==> src/rtl/imem_uart_loader.sv <==
// UART byte-stream loader for the writable instruction RAM.
// Assembles framed 32-bit words, writes them, and holds the CPU during a load.
module imem_uart_loader #(
    parameter int ADDR_WIDTH = 8,
    parameter int TIMEOUT    = 1000000
) (
    input  logic        clk,
    input  logic        reset,
    input  logic [7:0]  rx_data,
    input  logic        rx_valid,
    output logic        imem_we,
    output logic [31:0] imem_addr,
    output logic [31:0] imem_wdata,
    output logic        cpu_hold,
    output logic        done,
    output logic        error
);

    localparam int unsigned DEPTH = 2 ** ADDR_WIDTH;
    localparam int TW = $clog2(TIMEOUT + 1);

    typedef enum logic [2:0] {
        IDLE, LEN_HI, LEN_LO, DATA, CHECK
    } state_t;

    state_t        state, state_next;
    logic [7:0]    len_hi;
    logic [15:0]   len;
    logic [16:0]   word_idx;
    logic [1:0]    byte_cnt;
    logic [23:0]   shift;
    logic [7:0]    chk;
    logic [TW-1:0] tcnt;

    logic [15:0] count;
    logic        too_long;
    logic        last_word;
    logic        timeout;

    assign count     = {len_hi, rx_data};
    assign too_long  = 32'(count) > DEPTH;
    assign last_word = (word_idx + 17'd1) == {1'b0, len};
    assign timeout   = (state != IDLE) && !rx_valid
                       && (tcnt == TW'(TIMEOUT - 1));

    always_ff @(posedge clk or negedge reset) begin
        if (!reset) state <= IDLE;
        else        state <= state_next;
    end

    always_comb begin
        state_next = state;
        if (timeout) begin
            state_next = IDLE;
        end else if (rx_valid) begin
            unique case (state)
                IDLE:    if (rx_data == 8'hA5) state_next = LEN_HI;
                LEN_HI:  state_next = LEN_LO;
                LEN_LO: begin
                    if (too_long)           state_next = IDLE;
                    else if (count == 16'd0) state_next = CHECK;
                    else                    state_next = DATA;
                end
                DATA: begin
                    if (byte_cnt == 2'd3 && last_word) state_next = CHECK;
                end
                CHECK:   state_next = IDLE;
                default: state_next = IDLE;
            endcase
        end
    end

    always_ff @(posedge clk or negedge reset) begin
        if (!reset) begin
            imem_we    <= 1'b0;
            imem_addr  <= '0;
            imem_wdata <= '0;
            cpu_hold   <= 1'b0;
            done       <= 1'b0;
            error      <= 1'b0;
            len_hi     <= '0;
            len        <= '0;
            word_idx   <= '0;
            byte_cnt   <= '0;
            shift      <= '0;
            chk        <= '0;
            tcnt       <= '0;
        end else begin
            imem_we <= 1'b0;
            if (state == IDLE || rx_valid || timeout) tcnt <= '0;
            else                                      tcnt <= tcnt + 1'b1;

            if (timeout) begin
                error <= 1'b1;
            end else if (rx_valid) begin
                unique case (state)
                    IDLE: begin
                        if (rx_data == 8'hA5) begin
                            cpu_hold <= 1'b1;
                            done     <= 1'b0;
                            error    <= 1'b0;
                            chk      <= '0;
                            word_idx <= '0;
                            byte_cnt <= '0;
                        end
                    end
                    LEN_HI: begin
                        len_hi <= rx_data;
                        chk    <= chk ^ rx_data;
                    end
                    LEN_LO: begin
                        len <= count;
                        chk <= chk ^ rx_data;
                        if (too_long) error <= 1'b1;
                    end
                    DATA: begin
                        chk      <= chk ^ rx_data;
                        byte_cnt <= byte_cnt + 2'd1;
                        if (byte_cnt == 2'd3) begin
                            imem_we    <= 1'b1;
                            imem_wdata <= {shift, rx_data};
                            imem_addr  <= {13'd0, word_idx, 2'b00};
                            word_idx   <= word_idx + 17'd1;
                        end else begin
                            shift <= {shift[15:0], rx_data};
                        end
                    end
                    CHECK: begin
                        // A failed image keeps the CPU held
                        if (rx_data == chk) begin
                            done     <= 1'b1;
                            cpu_hold <= 1'b0;
                        end else begin
                            error <= 1'b1;
                        end
                    end
                    default: ;
                endcase
            end
        end
    end

endmodule

==> config.mk <==
export PLATFORM = sky130hd
export DESIGN_NAME = imem_uart_loader
export DESIGN_NICKNAME = d
export VERILOG_FILES = /design/src/rtl/imem_uart_loader.sv
export SDC_FILE = /design/constraint.sdc
export NUM_CORES = 1
export LEC_CHECK = 0
export CORE_MARGIN = 1.5
export CORE_UTILIZATION = 50
export DETAILED_ROUTE_END_ITERATION = 8
export GPL_TIMING_DRIVEN = 1
export PLACE_DENSITY = 0.79
export SLEW_MARGIN = 20
export SYNTH_ARGS = -nofsm -noshare
export SYNTH_HDL_FRONTEND = slang
export SYNTH_SLANG_ARGS = --single-unit
==> constraint.sdc <==
create_clock -name clk -period 3.63 [get_ports clk]
set_clock_uncertainty 0.15 [all_clocks]
set_input_delay 0.726 -clock clk [delete_from_list [all_inputs] [get_ports clk]]
set_output_delay 0.726 -clock clk [all_outputs]
set_load 0.005 [all_outputs]
==> qor.yml <==
clock_tree:
  cts_buffers: 17
  clock-sinks: 151
  post-cts-setup-buffer-count: 0
  h-tree-depth: 4
  clk_path_buf_depth: 2
  cts_hold_buf: 0
  cts_tree: "yes"
  cts-root-buf: "clkbuf_16"
  path_clk_slew_ps: 60
  cts_resized: 0
  clk_latency_ps: 430
die:
  die_x_um: 123
  io_pins: 79
  start_util_pct: 51.5
  num_rows: 43
  dieArea_um2: 15100
  die_h_um: 123
  core_um2: 13900
power_and_ir_drop:
  p_leak_uw: 0.00392
  ir_drop_mv: 0.408
  p_comb_share_pct: 20.9
  power_uw: 5220
  switching_share_pct: 31.0
  p_int_uw: 3600
  p_per_area_nw_per_um2: 612
  power_frac_seq_pct: 46.1
  p_clk_share_pct: 33.0
  switchingPower_uw: 1620
layout:
  antennaDiodeCount: 0
  final_core_util_pct: 61.2
  area_growth_syn_to_layout_pct: 19.0
  drive_gt1_share_pct: 13.9
  multi_input_area_um2: 3130
  fin_cells: 981
  nNetsFinal: 803
  fillers: 1096
  register_area_um2: 3780
worst_setup_path:
  reg2reg_slack_ps: 710
  cp-end-kind: "register"
  cp_data_arrival_time_ps: 3070
  path_class: "reg -> reg"
  crit_fanout: 8
  start_kind: "register"
  required_ps: 3790
yosys:
  synth_cells: 733
  syn_area_per_cell_um2: 9.78
  yosys.cell_count.top_type: "nand2_1"
  synth_common_cells: "nand2_1 (178), dfrtp_1 (151), nor2_1 (53)"
  synth_ff_type: "dfrtp_1"
  postSynth.asyncResetShare_pct: 100
  synth_top_area_cell: "dfrtp_1"
  synth-edff-count: 0
  synth_area_um2: 7170
  yosys_register_bits: 151
  yosysTopAreaCellShare_pct: 52.7
  synth_seq_area_share_pct: 52.7
  synth_area_leaders: "dfrtp_1 (53%), nand2_1 (9.3%), mux2_2 (7.5%)"
  synth_cell_types: 55
  ys_warn_count: 0
placement:
  gp_congestion: 0.942
  placed_cells: 950
  dp_hpwl_um: 10400
  dp_slack_ps: 442
  numPortBuffers: 63
detailed_routing:
  avgViaCountPerCell: 5.52
  drt_first_iter_violations: 333
  wl_um: 16000
  dr_total_vias: 5420
  ant_nets: 0
  drcViolationCount: 0
  drt_pass1_iterations: 5
  routedWlPerCell_um: 16.3
grt:
  overflow: 0
  grt_max_degree: 70
  antenna_found_initial: 0
  track_usage_pct: 23.3
  grt_pass1_wl_um: 27000
  grt_pass1_vias: 5292
timing:
  final-hold-violation-count: 0
  relSlewSlack_pct: 58.2
  clock.fmax_mhz: 343
  final.min_clock_period_ps: 2920
  setup_viol: 0
  min_period_over_period_pct: 80.3
  setup_tns_ps: 0
  fin_ws_ps: 714
  worst_slew_pin_slew_ps: 627
  rsz0062_at_grt: "false"
  slew_viol_final: 0
hold_path:
  worst_hold_path_type: "in -> async"
run_status:
  outcome: "complete, no violations"
run:
  max_cap_violations: 0
[kinds of logic (layout without fill, tap and decap cells)]
| group | Yosys count | in the layout | synth area share [%] |
|---|---|---|---|
| AOI/OAI and AO/OA | 88 | 88 | 7.19 |
| xor gates and xnor gates | 44 | 44 | 5.37 |
| adders and majority gates | 3 | 3 | 0.524 |
| buffers and inverters | 64 | 118 | 4.47 |
| DFF | 151 | 151 | 52.7 |
| muxes | 54 | 54 | 8.43 |
| other | 1 | 15 | 0.0523 |
| and+or+nand+nor | 328 | 328 | 21.3 |
[layout make-up]
| cell class | instances | area share, % |
|---|---|---|
| timing repair buffer | 82 | 9.37 |
| clock inverter | 13 | 1.58 |
| tap | 180 | 2.64 |
| multi-input combinational | 532 | 36.7 |
| inverter | 5 | 0.220 |
| clock buffer | 18 | 5.15 |
| sequential | 151 | 44.3 |
[sequential cells by signal (all words and copies together), names as in the netlist]
| register | flops |
|---|---|
| imem_wdata | 32 |
| shift | 24 |
| tcnt | 20 |
| imem_addr | 17 |
| word_idx | 17 |
| len | 16 |
| chk | 8 |
| len_hi | 8 |
| state | 3 |
| byte_cnt | 2 |
| cpu_hold | 1 |
| done | 1 |
| error | 1 |
| imem_we | 1 |
[power by group through the flow]
| stage | Combinational [µW] | Sequential [µW] | Clock, µW |
|---|---|---|---|
| after floorplan | 846 | 2280 | 0 |
| after global placement | 1040 | 2410 | 0 |
| after global routing | 1220 | 2470 | 1820 |
| after detailed placement | 1080 | 2420 | 0 |
| after CTS | 1100 | 2400 | 1750 |
| final | 1090 | 2410 | 1720 |
[critical path, stage by stage, from the launching register on]
cell and delay [ps]:
dfrtp_1 520, ha_1 370, and4_1 380, and4_4 290, mux2i_1 210, o211ai_1 160
nor4_2 300, nor3_2 100, mux2_1 330
[routing by layer]
metal | GRT usage (%) | vias to the layer above | part of all wire [%] | wire [µm]
met3 | 4.32 | 33 | 4.7 | 748
met5 | 0 | - | 0 | 0
li1 | - | 2575 | - | -
met4 | 12.3 | 0 | 2.8 | 452
met2 | 34.8 | 155 | 47 | 7480
met1 | 32.4 | 2657 | 46 | 7320
[stage by stage]
| stage | area [µm²] | hold WS, ps |
|---|---|---|
| final | 8530 | 139 |
| after detailed placement | 7960 | 311 |
| after floorplan | 7220 | 280 |
| after CTS | 8530 | 168 |
| after global routing | 8530 | 199 |
| after global placement | 7960 | 293 |
[cell usage in the layout, fill, tap and decap left out, types with 3 or more instances in the layout]
cell	n
nand4_1	12
nand2_1	177
buf_4	17
and3_1	14
nor4_1	11
ha_1	3
mux2i_1	3
nor3_1	12
inv_6	5
mux2_2	48
inv_1	4
dfrtp_1	151
xor2_1	27
clkinv_4	3
xnor2_1	17
or3_1	3
mux2_1	3
nor2b_1	3
nand3b_1	4
a21oi_1	20
o31ai_1	11
and4_1	5
clkdlybuf4s50_1	62
conb_1	15
o211ai_1	3
o21ai_0	40
nand3_1	16
nor2_1	52
clkbuf_16	17
[worst paths after layout]
path | to | start | cells after the start
max | state[1] | word_idx[0] | 8
min | imem_wdata[0] | reset | 1
max reg2reg | state[1] | word_idx[0] | 8
min reg2reg | imem_wdata[28] | shift[20] | 2
max in group asynchronous | imem_addr[5] | reset | 2
min in group clk | imem_wdata[28] | shift[20] | 2
(Power assumes the default switching activity.)
